`src/rtl/scroll_sched_if.sv`:
```
// Bundles the raster position, button controls and painter-facing outputs of scroll_sched.
interface scroll_sched_if #(
  parameter int OFS_W = 6
);
  logic [9:0]       sx;
  logic [9:0]       sy;
  logic             run_toggle;
  logic             step_req;
  logic             dir;
  logic [3:0]       speed;
  logic [OFS_W-1:0] shift_offset;
  logic             wrap;
  logic             running;
  logic             frame_strobe;

  modport master (
    output sx, sy, run_toggle, step_req, dir, speed,
    input  shift_offset, wrap, running, frame_strobe
  );

  modport slave (
    input  sx, sy, run_toggle, step_req, dir, speed,
    output shift_offset, wrap, running, frame_strobe
  );
endinterface

```
`src/rtl/scroll_sched.sv`:
```
// Frame-locked scroll offset scheduler: advances the banner offset only at the start of
// vertical blanking, once every 'speed' frames, with run/pause/single-step control.
module scroll_sched #(
  parameter int BMAP_COLS = 60,
  parameter int VIEW_COLS = 20,
  parameter int V_ACTIVE  = 480,
  parameter int OFS_W     = 6
) (
  input  logic           clk_pix,
  input  logic           rst,
  scroll_sched_if.slave  bus
);
  localparam logic [OFS_W-1:0] MAX_SHIFT = OFS_W'(BMAP_COLS - VIEW_COLS);

  typedef enum logic [1:0] {RUN, PAUSE, STEP} state_t;

  state_t           state;
  logic [3:0]       frame_cnt;
  logic [OFS_W-1:0] offset;
  logic             wrap;
  logic             frame_strobe;

  logic             fs;
  logic [3:0]       spd;
  logic [4:0]       cnt_inc;
  logic [OFS_W-1:0] adv_val;
  logic             adv_wrap;

  assign fs      = (bus.sx == 10'd0) && (bus.sy == 10'(V_ACTIVE));
  assign spd     = (bus.speed == 4'd0) ? 4'd1 : bus.speed;
  assign cnt_inc = {1'b0, frame_cnt} + 5'd1;

  // Next offset if an advance happens this cycle, wrapping at both ends of 0..MAX_SHIFT.
  always_comb begin
    adv_val  = offset;
    adv_wrap = 1'b0;
    if (!bus.dir) begin
      if (offset == MAX_SHIFT) begin
        adv_val  = '0;
        adv_wrap = 1'b1;
      end else begin
        adv_val  = offset + 1'b1;
      end
    end else begin
      if (offset == '0) begin
        adv_val  = MAX_SHIFT;
        adv_wrap = 1'b1;
      end else begin
        adv_val  = offset - 1'b1;
      end
    end
  end

  always_ff @(posedge clk_pix) begin
    if (rst) begin
      state        <= RUN;
      frame_cnt    <= '0;
      offset       <= '0;
      wrap         <= 1'b0;
      frame_strobe <= 1'b0;
    end else begin
      frame_strobe <= fs;
      wrap         <= 1'b0;
      case (state)
        RUN: begin
          if (frame_strobe) begin
            if (cnt_inc >= {1'b0, spd}) begin
              offset    <= adv_val;
              wrap      <= adv_wrap;
              frame_cnt <= '0;
            end else begin
              frame_cnt <= cnt_inc[3:0];
            end
          end
          // A coincident strobe is still honoured above; only the next state changes.
          if (bus.run_toggle) begin
            state     <= PAUSE;
            frame_cnt <= '0;
          end
        end
        PAUSE: begin
          frame_cnt <= '0;
          if (bus.run_toggle)    state <= RUN;
          else if (bus.step_req) state <= STEP;
        end
        STEP: begin
          frame_cnt <= '0;
          if (frame_strobe) begin
            offset <= adv_val;
            wrap   <= adv_wrap;
            state  <= PAUSE;
          end
          if (bus.run_toggle) state <= RUN;
        end
        default: state <= RUN;
      endcase
    end
  end

  assign bus.shift_offset = offset;
  assign bus.wrap         = wrap;
  assign bus.running      = (state == RUN);
  assign bus.frame_strobe = frame_strobe;
endmodule

```
`src/flat_wrapper.sv`:
```
// flat-port wrapper written by rule: the top's interface ports become plain ports
module scroll_sched_flat 
#(
  parameter int BMAP_COLS = 60,
  parameter int VIEW_COLS = 20,
  parameter int V_ACTIVE  = 480,
  parameter int OFS_W     = 6
)
  (clk_pix, rst, bus_sx, bus_sy, bus_run_toggle, bus_step_req, bus_dir, bus_speed, bus_shift_offset, bus_wrap, bus_running, bus_frame_strobe);
  scroll_sched_if #(.OFS_W(OFS_W)) bus_i ();
  input  logic clk_pix;
  input  logic rst;
  input wire logic [$bits(bus_i.sx)-1:0] bus_sx;
  input wire logic [$bits(bus_i.sy)-1:0] bus_sy;
  input wire logic [$bits(bus_i.run_toggle)-1:0] bus_run_toggle;
  input wire logic [$bits(bus_i.step_req)-1:0] bus_step_req;
  input wire logic [$bits(bus_i.dir)-1:0] bus_dir;
  input wire logic [$bits(bus_i.speed)-1:0] bus_speed;
  output wire logic [$bits(bus_i.shift_offset)-1:0] bus_shift_offset;
  output wire logic [$bits(bus_i.wrap)-1:0] bus_wrap;
  output wire logic [$bits(bus_i.running)-1:0] bus_running;
  output wire logic [$bits(bus_i.frame_strobe)-1:0] bus_frame_strobe;
  assign bus_i.sx = bus_sx;
  assign bus_i.sy = bus_sy;
  assign bus_i.run_toggle = bus_run_toggle;
  assign bus_i.step_req = bus_step_req;
  assign bus_i.dir = bus_dir;
  assign bus_i.speed = bus_speed;
  assign bus_shift_offset = bus_i.shift_offset;
  assign bus_wrap = bus_i.wrap;
  assign bus_running = bus_i.running;
  assign bus_frame_strobe = bus_i.frame_strobe;
  scroll_sched #(.BMAP_COLS(BMAP_COLS), .VIEW_COLS(VIEW_COLS), .V_ACTIVE(V_ACTIVE), .OFS_W(OFS_W)) u_core (.clk_pix(clk_pix), .rst(rst), .bus(bus_i));
endmodule
```
`config.mk`:
```
export PLATFORM = sky130hd
export DESIGN_NAME = scroll_sched_flat
export DESIGN_NICKNAME = d
export VERILOG_FILES = /design/src/rtl/scroll_sched_if.sv /design/src/rtl/scroll_sched.sv /design/src/flat_wrapper.sv
export SDC_FILE = /design/constraint.sdc
export NUM_CORES = 1
export LEC_CHECK = 0
export CAP_MARGIN = 20
export CELL_PAD_IN_SITES_DETAIL_PLACEMENT = 1
export CELL_PAD_IN_SITES_GLOBAL_PLACEMENT = 2
export CORE_MARGIN = 2
export CORE_UTILIZATION = 27
export DETAILED_ROUTE_END_ITERATION = 6
export GPL_ROUTABILITY_DRIVEN = 0
export PLACE_DENSITY_LB_ADDON = 0.1
export SYNTH_ARGS = -nofsm -noshare
export SYNTH_HDL_FRONTEND = slang
export SYNTH_SLANG_ARGS = --single-unit
```
`constraint.sdc`:
```
create_clock -name clk_pix -period 5.2 [get_ports clk_pix]
set_input_delay 0.78 -clock clk_pix [delete_from_list [all_inputs] [get_ports clk_pix]]
set_output_delay 0.78 -clock clk_pix [all_outputs]
set_load 0.1 [all_outputs]
```
Word level (Yosys, flattened, before mapping)
Cells that the tools add are included.
- logic and storage cells: 56
- bits of input ports: 29
- register bits after elaboration: 14
- output and inout bits: 9
- $add $sub $neg: 3
- reduce and logical (&&, ||, !) cells: 11
- multiplexer cells: 25
- equality and inequality tests: 11
- magnitude comparators: 1
- operators by type and width (cell ; number):
    6-bit two-way mux ; 6
    4-bit two-way mux ; 4
    6-bit case mux with 2 select lines ; 1
    10-bit by 9-bit equality test with 1-bit output, second input constant ; 1
    10-bit logical NOT ; 1
    2-bit two-way mux ; 5
    4-bit case mux with 2 select lines ; 1
    6-bit by 1-bit adder with 6-bit output, second input constant ; 1
    6-bit equality test, second input constant ; 1
    6-bit logical NOT ; 1
    1-bit two-way mux ; 6
    2-bit by 1-bit inequality test with 1-bit output, second input constant ; 3
    3-bit by 2-bit inequality test with 1-bit output, second input constant ; 2
    2-bit case mux with 3 select lines ; 1
    6-bit by 1-bit subtractor with 6-bit output, second input constant ; 1
    4-bit by 1-bit adder with 5-bit output, second input constant ; 1
    5-bit by 4-bit greater-or-equal comparator with 1-bit output ; 1
    4-bit logical NOT ; 1
    4-bit AND reduction ; 1
    2-bit nonzero test ; 2
    3-bit inequality test, second input constant ; 1
    3-bit AND reduction ; 1
    2-bit by 1-bit equality test with 1-bit output, second input constant ; 1
    2-bit equality test, second input constant ; 1
    other kinds (6) ; 6

Logic depth before layout (Yosys ltp)
Gate-level depths: netlist (run 1).
- depth after elaboration: 7
- gate-level depth with buffers: 9
- mapped depth without buffers: 8

Worst setup path after synthesis (run 1)
OpenSTA, ideal clock, no wires.
- kind: flip-flop to flip-flop
- start point: register u_core.offset[0], in the netlist u_core.bus.shift_offset[0]
- end point: register u_core.offset[3], in the netlist u_core.bus.shift_offset[3]
- path slack: 2.734 ns
- path buffers: 0
- library setup time: 0.086 ns
- period minus slack after synthesis: 2.466 ns
- required time: 5.114 ns
- cell stages (with the launch flop): 7
- arrival: 2.380 ns
- path through: dfxtp_1 inv_1 ha_1 nor3b_1 a2111oi_0 nor4_1 a221oi_2
- longest elaborated chain between the ends: 6
- elaborated cells between the ends (all ways): 11
- those cells by class: 2 x add/sub; 1 x eq/ne; 7 x mux; 1 x reduce/logical
- RTL lines (what ; RTL line ; RTL):
    start: declaration ; scroll_sched.sv:19 ; logic [OFS_W-1:0] offset;
    start signal: assignment ; scroll_sched.sv:68 ; offset <= adv_val;
    start signal: assignment ; scroll_sched.sv:89 ; offset <= adv_val;
    6-bit by 1-bit adder with 6-bit output, or another cell as far along ; scroll_sched.sv:42 ; adv_val = offset + 1'b1;
    6-bit two-way mux (on tied branches) ; scroll_sched.sv:38, scroll_sched.sv:45 ;
    6-bit two-way mux (*) ; scroll_sched.sv:37 ; if (!bus.dir) begin
    6-bit two-way mux ; scroll_sched.sv:67 ; if (cnt_inc >= {1'b0, spd}) begin
    6-bit two-way mux ; scroll_sched.sv:66 ; if (frame_strobe) begin
    6-bit case mux with 2 select lines (*) ; scroll_sched.sv:64 ; case (state)
Mark *: on every way between the ends. The rest lies on a longest branch, timed or not. The select of a mux whose other input is x is not followed.
A chain may end at the register's enable or synchronous reset.

Final worst setup path (run 1)
- start point: register u_core.state[0]
- end point: output port bus_running
- longest elaborated chain between the ends: 1
- RTL lines (what ; RTL line ; RTL):
    start: declaration ; scroll_sched.sv:17 ; state_t state;
    start signal: assignment ; scroll_sched.sv:56 ; state <= RUN;
    start signal: assignment ; scroll_sched.sv:77 ; state <= PAUSE;
    start signal: assignment ; scroll_sched.sv:83 ; if (bus.run_toggle) state <= RUN;
    2-bit logical NOT ; scroll_sched.sv:102 ; assign bus.running = (state == RUN);
    end: declaration ; flat_wrapper.sv:21 ; output wire logic [$bits(bus_i.running)-1:0] bus_running;
No other way between the ends.

==> results of run 1 <==
[cells in the mapped netlist (2+ instances only)]
library cell and n:
o21ai_0 6, or3_1 3, clkbuf_8 2, buf_6 2, nor3b_1 2, nor2_1 14
a2111oi_0 2, nand2b_1 2, mux2i_1 2, nor3_1 2, dfxtp_1 14, ha_1 11
or4_1 3, a22oi_1 3, a211oi_1 2, o31ai_1 4, nand2_1 5, nand3_1 5
a21oi_1 13, inv_1 12, nor4_1 4, nand4_1 3, a31oi_1 3
[per-layer routing]
layer | global-route usage (%) | part of all wire (%)
met1 | 18.2 | 46
met2 | 25.6 | 49
met3 | 3.92 | 4.5
met4 | 1.28 | 0.32
met5 | 0 | 0
[worst max-delay path: stages, from the launching register on]
cell             delay [ns]
dfxtp_1                0.34
inv_1                  0.09
ha_1                   0.34
clkdlybuf4s50_1        1.20
[kinds of logic (layout without fill, tap and decap cells)]
kind of cell             Yosys count  after routing  synth area share, %
AND/OR/NAND/NOR                   51             51                 24.8
multiplexers                       2              2                 1.71
XOR/XNOR                           2              2                 1.50
flip-flops                        14             14                 24.0
buffers and inverters             19             54                 10.2
adder cells (fa/ha/maj)           11             11                 11.8
AO/OA/AOI/OAI                     44             44                 26.0
[power by group through the flow]
| stage | clock (mW) | combinational [mW] | sequential, mW |
|---|---|---|---|
| 4_1_cts | 0.0914 | 0.0646 | 0.110 |
| 3_5_place_dp | 0 | 0.0639 | 0.112 |
| 3_3_place_gp | 0 | 0.0622 | 0.112 |
| 2_1_floorplan | 0 | 0.0372 | 0.112 |
| 5_1_grt | 0.0962 | 0.0710 | 0.110 |
| 6_report | 0.0881 | 0.0640 | 0.110 |
[placed cells by master, fill, tap and decap left out, types with 4 or more instances in the layout]
cell	count
nand2_1	5
o31ai_1	4
ha_1	11
inv_1	12
nand3_1	5
nor4_1	4
nor2_1	14
a21oi_1	13
o21ai_0	6
clkdlybuf4s50_1	37
dfxtp_1	14
[path summary, 6_finish.rpt]
path	to
max	bus_running
min	u_core.state[1]
max reg2reg	u_core.bus.shift_offset[1]
min reg2reg	u_core.state[1]
[registers in the layout (all words and copies together), names as in the netlist]
register,count
u_core.bus.shift_offset,6
u_core.frame_cnt,4
u_core.state,2
u_core.bus.frame_strobe,1
u_core.bus.wrap,1
[cell type report]
cell class,count,area (um2),area share [%]
clock buffers,3,41.3,2.62
flip-flops and latches,14,280,17.8
well taps,50,62.6,3.97
multi-input cells,110,768,48.7
inverters,13,48.8,3.10
repair buffers,38,375,23.8
[through the flow]
stage	utilization, %	hold WS [ns]	cell area, um2	worst slack (ns)
after global routing	38.6	0.547	1580	2.10
final	38.6	0.512	1580	2.21
after global placement	37.4	0.485	1530	2.10
after detailed placement	37.4	0.509	1530	2.01
after floorplan	-	0.465	1170	2.73
after CTS	38.5	0.517	1570	2.19
==> metrics.csv, run 1 <==
stage,metric,value,unit
synthesis,synth-main-ff-cell,dfxtp_1,
critical_path,critPathRequiredTime,4.42,ns
timing,finalCritPeriodShare,57.5,%
floorplan,die_h,69.8,um
synthesis,ys_ff_latch,14,
critical_path,r2r_start,u_core.frame_cnt[0],
layout,fillers,510,
route,viasPerCell,5.28,
synthesis,postSynthAreaPerCell,8.16,um2
worst_hold_path,hold_start,u_core.state[1],
timing,fmax,335,MHz
floorplan,initial_utilization,28.6,%
synthesis,synthesis.area,1170,um2
synthesis,synth_edf_count,0,
route,drtIter0Drc,52,
synthesis,yosys_warnings,0,
route,avgRoutedWirePerCell,15.1,um
synthesis,synth.top_cell.area_share,24.0,%
synthesis,synth_nets,183,
power_and_ir_drop,switching_power,0.0721,mW
placed_design,hpwlAfterDp,2640,um
power_and_ir_drop,p_clk_share,33.6,%
timing,slew_viol_final,0,
clock_tree,cts_num_sinks,14,
clock_tree,holdBufCountCts,0,
power_and_ir_drop,power.density,166,nW/um2
power_and_ir_drop,seqPwrFrac,41.9,%
synthesis,synth_top_area_cell,dfxtp_1,
synthesis,async_reset_ff_share,0,%
layout,areaGrowthSynthToFinish,35.0,%
grt,grt_use_total,14.5,%
timing,period_needed,2.99,ns
worst_hold_path,hold_class,flip-flop to flip-flop,
timing,setup_viol,0,
grt,grt_pass1_wl,5810,um
placed_design,port_buffers,37,
clock_tree,post_cts_buffers,0,
grt,grt_pass1_vias,1249,
layout,fin_nets,220,
timing,slew_headroom,34.6,%
grt,grt_max_degree,15,
floorplan,rows,23,
route,via_count,1204,
grt,grt-ovfl-total,0,
timing,clock_skew,0.00124,ns
floorplan,die_w,69.8,um
layout,drive_above_1_share,9.55,%
route,routed_wl,3440,um
grt,antenna_found_initial,0,
clock_tree,clk_pin_slew,0.06,ns
timing,tns,0,ns
clock_tree,root_buffer,clkbuf_8,
route,drcViolationCount,0,
critical_path,crit_path_start,u_core.state[0],
power_and_ir_drop,pwr-share-comb,24.4,%
critical_path,reg2reg_slack,3.00,ns
synthesis,synth.distinct_cells,47,
floorplan,coreArea,4090,um2
critical_path,path_class,flip-flop to output pin,
layout,fin_cells,228,
clock_tree,ctsResizeCount,0,
critical_path,critPathCaptureType,output pin,
worst_hold_path,worst_hold_path.num_cells,2,
power_and_ir_drop,power_leakage,0.584,nW
power_and_ir_drop,ir_drop,0.0981,mV
floorplan,ios,38,
critical_path,rr_worst_depth,7,
layout,diodes,0,
status,status,completed,
power_and_ir_drop,p_sw_share,27.5,%
clock_tree,cts_tree,yes,
clock_tree,clk_path_buf_depth,2,
route,first_pass_iters,4,
power_and_ir_drop,power.internal,0.190,mW
timing,hold_violations,0,
critical_path,crit_arrival,2.21,ns
synthesis,postSynthCellCount,143,
timing,rsz0062_at_grt,no,
power_and_ir_drop,report.power.total,0.262,mW
clock_tree,worst_skew_pair.late_latency,0.24,ns
floorplan,dieArea,4870,um2
critical_path,cp_max_fo,9,
placed_design,dp_cells,224,
route,ant_nets,0,
timing,tightest_slew,0.977,ns
clock_tree,cts_buffers,3,
flow_run,maxCapViolCount,0,
synthesis,ys_seq_area_share,24.0,%
clock_tree,htree_levels,1,
synthesis,synth_area_leaders,"dfxtp_1 24%, ha_1 12%, a21oi_1 5.6%",
critical_path,worstSetupStartpointType,flip-flop,
(Power assumes the default switching activity.)
==> run 2, diff against run 1 <==
--- a/config.mk
+++ b/config.mk
@@ -9,7 +9,7 @@
 export CELL_PAD_IN_SITES_DETAIL_PLACEMENT = 1
 export CELL_PAD_IN_SITES_GLOBAL_PLACEMENT = 2
 export CORE_MARGIN = 2
-export CORE_UTILIZATION = 27
+export CORE_UTILIZATION = 23
 export DETAILED_ROUTE_END_ITERATION = 6
 export GPL_ROUTABILITY_DRIVEN = 0
 export PLACE_DENSITY_LB_ADDON = 0.1
==> constraint.sdc (replaced) <==
create_clock -name clk_pix -period 2.6 [get_ports clk_pix]
set_input_delay 0.39 -clock clk_pix [delete_from_list [all_inputs] [get_ports clk_pix]]
set_output_delay 0.39 -clock clk_pix [all_outputs]
set_load 0.1 [all_outputs]
==> run 2 against run 1 <==
  * Count of clock-buffer cells in the layout is 1 higher
  * Combinational power is 110% higher
  * First-iteration DRC count is 50% higher
  * Critical path depth is 7 higher
  * Clock skew is 0.0041 ns higher
  * Non-clock buffer count is 5 higher
  * Die area is 16% higher
  * Largest cell class unchanged
  * Largest power group unchanged
  * Highest routed layer unchanged
==> metrics.csv, run 2 (synthesis gave the netlist of run 1 again) <==
stage,metric,value,unit
clock_tree,ctsResizeCount,0,
critical_path,critPathCaptureType,flip-flop,
critical_path,crit_cells,10,
critical_path,cp_max_fo,4,
critical_path,crit_slowest_cell,clkdlybuf4s50_1,
clock_tree,cts_buffers,3,
timing,slew_headroom,71.9,%
grt,grt_pass1_vias,1240,
clock_tree,holdBufCountCts,0,
route,drtIter0Drc,78,
placed_design,hpwlAfterDp,2760,um
grt,antenna_found_initial,0,
critical_path,path_buf_inv,3,
clock_tree,htree_levels,1,
layout,largest_reg_flops,6,
timing,clock_skew,0.00531,ns
timing,tns,0,ns
layout,final_cell_area,1630,um2
flow_run,maxCapViolCount,0,
route,avgRoutedWirePerCell,13.8,um
timing,hold_violations,0,
timing,rsz0062_at_grt,no,
critical_path,cp_top_family,compound AO/OA/AOI/OAI gates,
route,via_count,1205,
critical_path,crit_arrival,2.54,ns
worst_hold_path,worst_hold_path.num_cells,2,
clock_tree,cts_tree,yes,
floorplan,dieArea,5660,um2
timing,finalCritPeriodShare,90.7,%
route,routed_wl,3460,um
critical_path,critPathRequiredTime,2.78,ns
clock_tree,cts_num_sinks,14,
clock_tree,clk_pin_slew,0.06,ns
layout,areaGrowthSynthToFinish,39.5,%
timing,holdWs,0.501,ns
layout,fin_nets,225,
timing,fmax,424,MHz
layout,layout_commonest_cell,clkdlybuf4s50_1,
timing,period_needed,2.36,ns
power_and_ir_drop,report.power.total,0.568,mW
floorplan,die_w,75.2,um
floorplan,rows,25,
floorplan,initial_utilization,24.2,%
clock_tree,worst_skew_pair.late_latency,0.25,ns
route,drcViolationCount,0,
layout,diodes,0,
timing,tightest_slew,0.410,ns
power_and_ir_drop,power.density,349,nW/um2
clock_tree,root_buffer,clkbuf_8,
status,status,completed,
critical_path,rr_worst_depth,8,
critical_path,crit_chain,"clkdlybuf4s50_1, inv_1, a31o_2, ha_1, nand2b_1, a211o_2, buf_4, a211oi_2, a22oi_1, nor2_1",
floorplan,die_h,75.2,um
layout,drive_above_1_share,17.4,%
worst_hold_path,hold_class,flip-flop to flip-flop,
placed_design,port_buffers,37,
floorplan,coreArea,4820,um2
grt,grt_max_degree,13,
critical_path,worstSetupStartpointType,input port,
critical_path,path_class,input port to flip-flop,
power_and_ir_drop,power_leakage,0.634,nW
grt,grt_use_total,13.0,%
clock_tree,clk_path_buf_depth,2,
layout,final_cell_mix,"28 x clkdlybuf4s50_1, 15 x buf_4, 14 x nor2_1, 14 x dfxtp_1, 13 x a21oi_1",
grt,grt-ovfl-total,0,
floorplan,ios,38,
route,ant_nets,0,
timing,setup_viol,0,
critical_path,max_stage_delay,0.46,ns
route,first_pass_iters,4,
route,viasPerCell,4.80,
timing,slew_viol_final,0,
clock_tree,post_cts_buffers,0,
placed_design,placedInstanceArea,1570,um2
grt,grt_pass1_wl,5640,um
power_and_ir_drop,ir_drop,0.124,mV
[run 2: worst reg2reg max path, stage by stage, from the launching register on]
cell and delay (ns):
dfxtp_1 0.41, ha_1 0.22, xor2_1 0.23, ha_1 0.21, o21a_2 0.18, a21oi_2 0.06, buf_4 0.16, or4_1 0.51
a21oi_1 0.14
[run 2: through the flow]
| step | utilization [%] | cells | worst slack (ns) |
|---|---|---|---|
| after floorplan | - | 143 | 0.134 |
| after global placement | 32.7 | 247 | 0.0254 |
| after detailed placement | 32.7 | 247 | -0.0149 |
| after CTS | 33.8 | 251 | 0.235 |
| after global routing | 33.8 | 251 | 0.0461 |
| final | 33.8 | 251 | 0.243 |
[run 2: metal layers]
| layer | vias up | global-route usage [%] | routed length, um | part of all wire [%] |
|---|---|---|---|---|
| li1 | 612 | - | - | - |
| met1 | 556 | 17.3 | 1650 | 48 |
| met2 | 35 | 20.1 | 1550 | 45 |
| met3 | 2 | 3.61 | 247 | 7.1 |
| met4 | 0 | 4.48 | 17 | 0.49 |
| met5 | - | 0 | 0 | 0 |
[run 2: power breakdown]
group | total (mW) | internal, mW | switching [mW]
clock | 0.215 | 0.134 | 0.0806
sequential | 0.220 | 0.217 | 0.00262
combinational | 0.134 | 0.0662 | 0.0676
total | 0.568 | 0.417 | 0.151
[run 2: worst paths after layout]
| path | end | slack (ns) | start |
|---|---|---|---|
| setup / recovery | u_core.frame_cnt[3] | 0.24 | bus_speed[2] |
| hold / removal | u_core.state[1] | 0.50 | u_core.state[1] |
| setup reg to reg | u_core.bus.shift_offset[0] | 0.43 | u_core.frame_cnt[0] |
| hold reg to reg | u_core.state[1] | 0.50 | u_core.state[1] |
[run 2: layout make-up]
class | instances | area (um2)
Timing Repair Buffer | 43 | 393
Inverter | 13 | 48.8
Tap cell | 67 | 83.8
Multi-Input combinational cell | 110 | 768
Sequential cell | 14 | 280
Fill cell | 614 | 3190
Clock buffer | 4 | 55.1
